<file path="config.mk">
export PLATFORM = sky130hd
export DESIGN_NAME = multi_domain_power_monitor
export DESIGN_NICKNAME = d
export VERILOG_FILES = /design/src/rtl/pwr_mon_pkg.sv /design/src/rtl/pwr_domain_tracker.sv /design/src/rtl/multi_domain_power_monitor.sv
export SDC_FILE = /design/constraint.sdc
export NUM_CORES = 1
export LEC_CHECK = 0
export ABC_AREA = 1
export CAP_MARGIN = 20
export CORE_MARGIN = 3
export CORE_UTILIZATION = 35
export DETAILED_ROUTE_END_ITERATION = 12
export SLEW_MARGIN = 20
export SYNTH_ARGS = -nofsm -noshare
export SYNTH_HDL_FRONTEND = slang
export SYNTH_HIERARCHICAL = 1
export SYNTH_SLANG_ARGS = --single-unit
export TNS_END_PERCENT = 100
</file>
<file path="constraint.sdc">
create_clock -name clk -period 4.5 [get_ports clk]
set_input_delay 0.45 -clock clk [delete_from_list [all_inputs] [get_ports clk]]
set_output_delay 0.45 -clock clk [all_outputs]
set_load 0.01 [all_outputs]
</file>
<file path="src/rtl/pwr_mon_pkg.sv">
// pwr_mon_pkg: shared state encoding and violation indices for the power-domain monitor.
package pwr_mon_pkg;

    typedef enum logic [2:0] {
        S_ON      = 3'd0,
        S_SAVE    = 3'd1,
        S_ISO     = 3'd2,
        S_OFF     = 3'd3,
        S_PWRUP   = 3'd4,
        S_RESTORE = 3'd5
    } pwr_state_t;

    localparam int V_NOSAVE    = 0;
    localparam int V_ISO_DROP  = 1;
    localparam int V_NORESTORE = 2;
    localparam int V_ISO_EARLY = 3;
    localparam int NUM_VIOL    = 4;

endpackage

</file>
<file path="src/rtl/pwr_domain_tracker.sv">
// pwr_domain_tracker: per-domain save/isolate/off/power-up/restore sequence FSM.
//   clk, rst_n   : clock, asynchronous active-low reset
//   pwr_en       : power switch enable
//   iso_en       : isolation enable
//   save         : retention save request
//   restore      : retention restore request
//   state        : current FSM state
//   ev           : single-cycle violation pulses for this cycle's inputs, indexed by V_*
module pwr_domain_tracker
    import pwr_mon_pkg::*;
#(
    parameter int RESTORE_WIN = 10
) (
    input  logic                clk,
    input  logic                rst_n,
    input  logic                pwr_en,
    input  logic                iso_en,
    input  logic                save,
    input  logic                restore,
    output logic [2:0]          state,
    output logic [NUM_VIOL-1:0] ev
);

    localparam int CW = $clog2(RESTORE_WIN + 1);

    pwr_state_t st, nxt;
    logic [CW-1:0] cnt, cnt_n;
    logic pwr_en_q, iso_en_q, isodrop_q;
    logic pwr_fall, iso_fall, isodrop;

    assign state    = st;
    assign pwr_fall = pwr_en_q & ~pwr_en;
    assign iso_fall = iso_en_q & ~iso_en;
    assign isodrop  = ~pwr_en & ~iso_en;

    always_comb begin
        nxt   = st;
        cnt_n = cnt;
        ev    = '0;
        ev[V_ISO_DROP] = isodrop & ~isodrop_q;
        case (st)
            S_ON:
                if (pwr_fall) begin
                    nxt = S_OFF;
                    ev[V_NOSAVE] = 1'b1;
                end else if (save) nxt = S_SAVE;
            S_SAVE:
                if (pwr_fall) begin
                    nxt = S_OFF;
                    ev[V_NOSAVE] = 1'b1;
                end else if (~save) nxt = iso_en ? S_ISO : S_ON;
            S_ISO:
                if (~pwr_en) nxt = S_OFF;
                else if (~iso_en) nxt = S_ON;
            S_OFF:
                if (pwr_en) begin
                    nxt   = S_PWRUP;
                    cnt_n = '0;
                end
            S_PWRUP:
                // An early isolation drop holds the window count for that cycle.
                if (restore) nxt = S_RESTORE;
                else if (iso_fall) ev[V_ISO_EARLY] = 1'b1;
                else if (cnt == CW'(RESTORE_WIN - 1)) begin
                    nxt = S_ON;
                    ev[V_NORESTORE] = 1'b1;
                end else if (pwr_fall) nxt = S_OFF;
                else cnt_n = cnt + 1'b1;
            S_RESTORE:
                if (~restore & ~iso_en) nxt = S_ON;
            default: nxt = S_ON;
        endcase
    end

    always_ff @(posedge clk or negedge rst_n) begin
        if (!rst_n) begin
            st        <= S_ON;
            cnt       <= '0;
            pwr_en_q  <= 1'b1;
            iso_en_q  <= 1'b0;
            isodrop_q <= 1'b0;
        end else begin
            st        <= nxt;
            cnt       <= cnt_n;
            pwr_en_q  <= pwr_en;
            iso_en_q  <= iso_en;
            isodrop_q <= isodrop;
        end
    end

endmodule

</file>
<file path="src/rtl/multi_domain_power_monitor.sv">
// multi_domain_power_monitor: sequencing monitor for NUM_DOMAINS switched power domains.
//   clk, rst_n  : clock, asynchronous active-low reset
//   pwr_en, iso_en, save, restore : per-domain power controller signals
//   clear       : synchronous clear of sticky flags, counter and first-error capture
//   state_o     : per-domain FSM state, 3 bits per domain
//   viol_sticky : per-domain sticky violation flags, 4 bits per domain
//   viol_cnt    : saturating count of violation events
//   first_valid, first_dom, first_code : first captured violation
//   irq         : registered OR of all sticky flags
module multi_domain_power_monitor
    import pwr_mon_pkg::*;
#(
    parameter int NUM_DOMAINS = 4,
    parameter int RESTORE_WIN = 10,
    parameter int CNT_W       = 8
) (
    input  logic                            clk,
    input  logic                            rst_n,
    input  logic [NUM_DOMAINS-1:0]          pwr_en,
    input  logic [NUM_DOMAINS-1:0]          iso_en,
    input  logic [NUM_DOMAINS-1:0]          save,
    input  logic [NUM_DOMAINS-1:0]          restore,
    input  logic                            clear,
    output logic [3*NUM_DOMAINS-1:0]        state_o,
    output logic [NUM_VIOL*NUM_DOMAINS-1:0] viol_sticky,
    output logic [CNT_W-1:0]                viol_cnt,
    output logic                            first_valid,
    output logic [3:0]                      first_dom,
    output logic [1:0]                      first_code,
    output logic                            irq
);

    localparam int NE = NUM_VIOL * NUM_DOMAINS;
    localparam int SW = CNT_W + 7;

    logic [NE-1:0]    ev;
    logic [6:0]       pc;
    logic [SW-1:0]    sum;
    logic [CNT_W-1:0] cnt_n;
    logic             hit;
    logic [3:0]       hit_dom;
    logic [1:0]       hit_code;

    for (genvar g = 0; g < NUM_DOMAINS; g++) begin : g_dom
        pwr_domain_tracker #(.RESTORE_WIN(RESTORE_WIN)) u_trk (
            .clk     (clk),
            .rst_n   (rst_n),
            .pwr_en  (pwr_en[g]),
            .iso_en  (iso_en[g]),
            .save    (save[g]),
            .restore (restore[g]),
            .state   (state_o[3*g +: 3]),
            .ev      (ev[NUM_VIOL*g +: NUM_VIOL])
        );
    end

    // Count is widened before the add so saturation never sees a wrapped value.
    always_comb begin
        pc = '0;
        for (int i = 0; i < NE; i++) pc = pc + 7'(ev[i]);
        sum   = {7'd0, clear ? {CNT_W{1'b0}} : viol_cnt} + {{CNT_W{1'b0}}, pc};
        cnt_n = sum > SW'({CNT_W{1'b1}}) ? {CNT_W{1'b1}} : sum[CNT_W-1:0];
    end

    // Scan high to low so the lowest domain, then lowest violation index, wins.
    always_comb begin
        hit      = 1'b0;
        hit_dom  = '0;
        hit_code = '0;
        for (int d = NUM_DOMAINS - 1; d >= 0; d--)
            for (int v = NUM_VIOL - 1; v >= 0; v--)
                if (ev[NUM_VIOL*d + v]) begin
                    hit      = 1'b1;
                    hit_dom  = 4'(d);
                    hit_code = 2'(v);
                end
    end

    always_ff @(posedge clk or negedge rst_n) begin
        if (!rst_n) begin
            viol_sticky <= '0;
            viol_cnt    <= '0;
            first_valid <= 1'b0;
            first_dom   <= '0;
            first_code  <= '0;
            irq         <= 1'b0;
        end else begin
            viol_sticky <= (clear ? '0 : viol_sticky) | ev;
            viol_cnt    <= cnt_n;
            irq         <= |viol_sticky;
            if (hit && (clear || !first_valid)) begin
                first_valid <= 1'b1;
                first_dom   <= hit_dom;
                first_code  <= hit_code;
            end else if (clear) first_valid <= 1'b0;
        end
    end

endmodule

</file>
==> After elaboration in Yosys (flattened, before gate mapping) <==
Cells that the tools add are included.
{ "totals": {"reg_bits": 72, "latch_bits": 0, "ram_bits": 0, "rom_bits": 0, "input_bits": 19, "word_cells": 338, "n_memories": 0} }
{ "classes": {"add_sub_neg": 20, "mul": 0, "n_div": 0, "order_cmp": 1, "eq_ne": 68, "n_shift": 0, "mux": 161, "bitwise": 37, "n_reduce_logical": 25} }
{ "op_table": {"columns": ["op", "count"], "rows": [
  ["3-bit 2-to-1 mux", 48],
  ["4-bit 2-to-1 mux", 35],
  ["3-bit one-hot mux with 6 select lines", 4],
  ["7-bit by 1-bit adder with 7-bit output", 9],
  ["2-bit 2-to-1 mux", 29],
  ["2-bit inequality test (second input constant)", 20],
  ["1-bit 2-to-1 mux", 38],
  ["4-bit one-hot mux with 2 select lines", 4],
  ["7-bit AND reduction", 4],
  ["3-bit by 2-bit equality test with 1-bit output (second input constant)", 8],
  ["3-bit equality test (second input constant)", 8],
  ["3-bit by 2-bit inequality test with 1-bit output (second input constant)", 8],
  ["3-bit inequality test (second input constant)", 8],
  ["6-bit AND reduction", 4],
  ["1-bit bitwise AND", 20],
  ["4-bit by 1-bit adder with 4-bit output (second input constant)", 4],
  ["4-bit equality test (second input constant)", 4],
  ["16-bit 2-to-1 mux", 1],
  ["8-bit 2-to-1 mux", 2],
  ["4-bit by 2-bit inequality test with 1-bit output (second input constant)", 4],
  ["1-bit inverter", 16],
  ["16-bit bitwise OR", 1],
  ["16-bit OR reduction", 1],
  ["3-bit by 1-bit equality test with 1-bit output (second input constant)", 4],
  ["15 further kinds", 28]
]} }

==> Depth between registers and ports, before layout <==
{ "logic_depth": {"word_depth": 23, "ltp_mapped": 25} }

==> By module <==
Netlist, hierarchy kept.
{ "by_module_without_submodules": {"columns": ["mod", "instances", "cells_each", "area_each_um2", "seq_area_each_um2"], "rows": [
  ["pwr_domain_tracker", 4, 101, 719.4, 251.5],
  ["multi_domain_power_monitor", 1, 220, 1829.3, 750.7]
]} }

==> Worst setup path before layout <==
Ideal clock, no wire load.
{ "synth_timing": {"path_kind": "register -> register", "startpoint": "reg g_dom[1].u_trk.st[0]", "endpoint": "reg viol_cnt[2]", "setup_ns": 0.083, "arrival_ns": 4.520, "t_required_ns": 4.417, "slack_ns": -0.103, "path_stages_with_launch": 23, "n_path_buf": 1, "path_cell_list": "dfrtp_1 buf_6 inv_1 nand2_2 nor2_4 nand2_2 inv_1 inv_1 fa_1 fa_1 fa_1 fa_1 fa_1 fa_1 nor2_1 o21ai_1 nand2_1 nand2_1 a21oi_1 inv_1 nor2_2 nand2_2 o21ai_0"} }
{ "synth_rtl": {"columns": ["item", "line_no", "rtl"], "rows": [
  ["from (decl)", "pwr_domain_tracker.sv:26", "pwr_state_t st, nxt;"],
  ["from (signal assigned)", "pwr_domain_tracker.sv:83", "st <= nxt;"],
  ["3-bit equality test *", "pwr_domain_tracker.sv:41", "case (st)"],
  ["2-bit 2-to-1 mux *", "pwr_domain_tracker.sv:41", null],
  ["via ev[7]", "multi_domain_power_monitor.sv:36", "logic [NE-1:0] ev;"],
  ["7-bit by 1-bit adder with 7-bit output * (9 in series)", "multi_domain_power_monitor.sv:60", "for (int i = 0; i < NE; i++) pc = pc + 7'(ev[i]);"],
  ["8-bit by 7-bit adder with 9-bit output *", "multi_domain_power_monitor.sv:61", "sum = {7'd0, clear ? {CNT_W{1'b0}} : viol_cnt} + {{CNT_W{1'b0}}, pc};"],
  ["9-bit by 8-bit > comparator with 1-bit output", "multi_domain_power_monitor.sv:62", "cnt_n = sum > SW'({CNT_W{1'b1}}) ? {CNT_W{1'b1}} : sum[CNT_W-1:0];"],
  ["8-bit 2-to-1 mux *", "multi_domain_power_monitor.sv:62", null],
  ["via cnt_n[2]", "multi_domain_power_monitor.sv:39", "logic [CNT_W-1:0] cnt_n;"],
  ["to (signal assigned)", "multi_domain_power_monitor.sv:89", "viol_cnt <= cnt_n;"],
  ["to (decl)", "multi_domain_power_monitor.sv:26", "output logic [CNT_W-1:0] viol_cnt,"]
]} }
Mark *: on every way through the listed nets, which the timed path passes. The rest lies on a longest branch.
A chain may end at the register's enable or synchronous reset.

==> Final worst setup path <==
{ "layout_timing": {"startpoint": "reg g_dom[1].u_trk.st[0]", "endpoint": "reg viol_cnt[6]"} }
Same word-level chain as after synthesis.

==> results_dict.tcl <==
set metrics [dict create \
    syn-cell-area_um2 4707 \
    tightest_slew_ns 0.7317 \
    die_x_um 122.0 \
    rows 41 \
    setup_viol 1 \
    numCtsBuffers 9 \
    nets 817 \
    dpl_cell_area_um2 5943 \
    start_util 0.3656 \
    finalHoldViolations 0 \
    finish.instance_area_um2 6421 \
    cp-start-kind "flop" \
    synth.distinct_cells 34 \
    antenna_found_initial 0 \
    grt.busiest_layer "met2" \
    hpwl_um 9139 \
    clk_latency_ns 0.33 \
    rsz0062_at_grt "true" \
    final_core_util 0.4987 \
    gr-total-overflow 0 \
    post_drt_wl_per_cell_um 12.44 \
    setup_ws_ns -0.006648 \
    ys_seq_area_frac 0.3732 \
    grt_use_met1 0.2163 \
    gp_congestion 0.8937 \
    vias_per_cell 4.642 \
    drc 0 \
    grt.met2_usage 0.2856 \
    min_period_ns 4.507 \
    drive_gt1_frac 0.2581 \
    drt-pass1-iter-count 4 \
    cellLeakagePower_nw 3.325 \
    power_mw 3.017 \
    clk_pin_slew_ns 0.06 \
    worst_ep_arrival_time_ns 4.72 \
    grt_usage 0.1685 \
    portBuffers 60 \
    mostFrequentLayoutCell "nand2_1" \
    syn_inst 624 \
    antenna_left 0 \
    die-area_um2 14880 \
    cp-end-kind "flop" \
    drt-initial-drc-count 182 \
    fin_skew_ns 0.005886 \
    synth_seq_cells 70 \
    fin_crit_sh 1.001 \
    vdd_ir_drop_max_v 0.0002473 \
    pwr_density_cell_nw_per_um2 469.8 \
    grt_pass1_vias 4354 \
    fmax_mhz 221.9 \
    ys.warnings.count 6 \
    grt_max_degree 42 \
    routed_wl_um 11780 \
    clock_path_buffers 2 \
    antenna_cells 0 \
    core-area_um2 12880 \
    violations "negative setup slack" \
    ioPinCount 63 \
    cts_tree "yes" \
    path_class "flop to flop" \
    use_met3 0.02878 \
    maxSlewViolCount 0 \
    syn_area_per_cell_um2 7.543 \
    die_h_um 122.0 \
    cts.sinks 70 \
    final_cell_mix "185 x nand2_1, 82 x buf_4, 68 x inv_1" \
    grt_pass1_wl_um 20120 \
    fill_cells 1250 \
    hold_class "input pin to asynchronous set/reset pin" \
    ctsHtreeMaxLevel 3 \
    vias 4396 \
    cp_max_fo 2 \
    syn_to_final_growth_pct 36.42 \
    max_slew_margin 0.5122 \
    cts_hold_buf 0 \
    crit_required_ns 4.72 \
    maxCapViolations 0 \
    status "complete, but fails checks" \
    cts_root_buf "clkbuf_16" \
]
state kept, by name, indices dropped and copies added, names as in the netlist:
name	flops
g_dom.u_trk/cnt	16
viol_sticky	16
g_dom.u_trk/state	12
viol_cnt	8
g_dom.u_trk/iso_en_q	4
g_dom.u_trk/isodrop_q	4
g_dom.u_trk/pwr_en_q	4
first_code	2
first_dom	2
first_valid	1
irq	1
synth_stat cells, drive strengths merged:
cell type / instances / share of area
or2: 9 / 0.012
nand2: 212 / 0.18
dfrtp: 66 / 0.35
nand4: 9 / 0.017
and2: 4 / 0.0053
buf: 7 / 0.015
clkbuf: 1 / 0.00080
nand3: 47 / 0.061
a21oi: 15 / 0.017
nand3b: 4 / 0.0064
fa: 12 / 0.051
dfstp: 4 / 0.022
nor4: 5 / 0.0066
o31ai: 1 / 0.0016
ha: 16 / 0.043
xor2: 8 / 0.015
nor3: 10 / 0.012
nor2: 73 / 0.076
inv: 89 / 0.071
conb: 1 / 0.00080
xnor2: 2 / 0.0037
o21ai: 29 / 0.032
logic make-up after synthesis:
group | Yosys count | share of synthesized area
AOI/OAI and AO/OA | 45 | 0.04998
xor gates and xnor gates | 10 | 0.01861
adders and majority gates | 28 | 0.09357
buffers and inverters | 97 | 0.08692
DFF | 70 | 0.3732
other | 1 | 0.0007967
and+or+nand+nor | 373 | 0.3769
area by class of cell:
cell class / count / area, um2 / share of cell area
sequential: 70 / 1757 / 0.2736
clock buffer: 12 / 256.5 / 0.03995
multi-input combinational: 458 / 2610 / 0.4065
tap: 172 / 215.2 / 0.03352
clock inverter: 4 / 45.04 / 0.007015
inverter: 89 / 334.1 / 0.05203
timing repair buffer: 142 / 1204 / 0.1875
power by group:
group          leakage (nW)  internal, mW  switching, mW
clock                 0.152         0.456          0.262
combinational          2.27         0.656          0.801
sequential            0.905         0.752         0.0898
through the flow:
step / hold slack (ns) / std cells / TNS (ns) / setup slack (ns)
2_1_floorplan: 0.1544 / 625 / 0 / 0.0006439
3_3_place_gp: 0.4746 / 914 / -4.671 / -0.6137
3_5_place_dp: 0.4742 / 914 / -5.471 / -0.7094
4_1_cts: 0.1921 / 944 / -0.04385 / -0.01473
5_1_grt: 0.2179 / 947 / -1.444 / -0.2189
6_report: 0.1742 / 947 / -0.006648 / -0.006648
critical path, cell delays in order, from the launching register on:
cell and delay (ns):
dfrtp_1 0.38, inv_2 0.08, nand2_2 0.07, nor2_4 0.10, nand2_2 0.07, inv_2 0.05, inv_2 0.03, fa_1 0.46
fa_1 0.54, fa_1 0.45, fa_1 0.52, fa_2 0.39, fa_2 0.36, nor2_2 0.11, o21ai_1 0.07, nand2_1 0.09
nand2_2 0.07, a21oi_2 0.18, inv_2 0.07, nor2_4 0.14, buf_4 0.12, a21oi_1 0.05
worst paths after layout:
| path | start | to | slack [ns] | cells after the start |
|---|---|---|---|---|
| max reg2reg | g_dom[1].u_trk/state[0]$_DFFE_PN0P_ | viol_cnt[6]$_DFF_PN0_ | -0.007 | 21 |
| max | g_dom[1].u_trk/state[0]$_DFFE_PN0P_ | viol_cnt[6]$_DFF_PN0_ | -0.007 | 21 |
| min in group clk | iso_en[2] | g_dom[2].u_trk/isodrop_q$_DFF_PN0_ | 0.36 | 2 |
| min | rst_n | g_dom[2].u_trk/state[1]$_DFFE_PN0P_ | 0.17 | 1 |
| min reg2reg | first_code[0]$_DFFE_PN0P_ | first_code[0]$_DFFE_PN0P_ | 0.48 | 2 |
| max in group asynchronous | rst_n | g_dom[3].u_trk/state[0]$_DFFE_PN0P_ | 3.32 | 2 |
per-layer routing:
layer,part of all wire,wire length [um]
met5,0,0
met4,0.016,192
met3,0.030,359
met2,0.49,5739
met1,0.47,5487
what timing repair did:
| item | 4_1_cts | 5_1_grt |
|---|---|---|
| resized for setup | 21 | 23 |
| cloned | 0 | 0 |
| pin swaps | 14 | 15 |
| setup buffers | 14 | 3 |
| setup endpoints to repair | 8 | 8 |
Note: power is estimated with default switching activity, not from simulation.
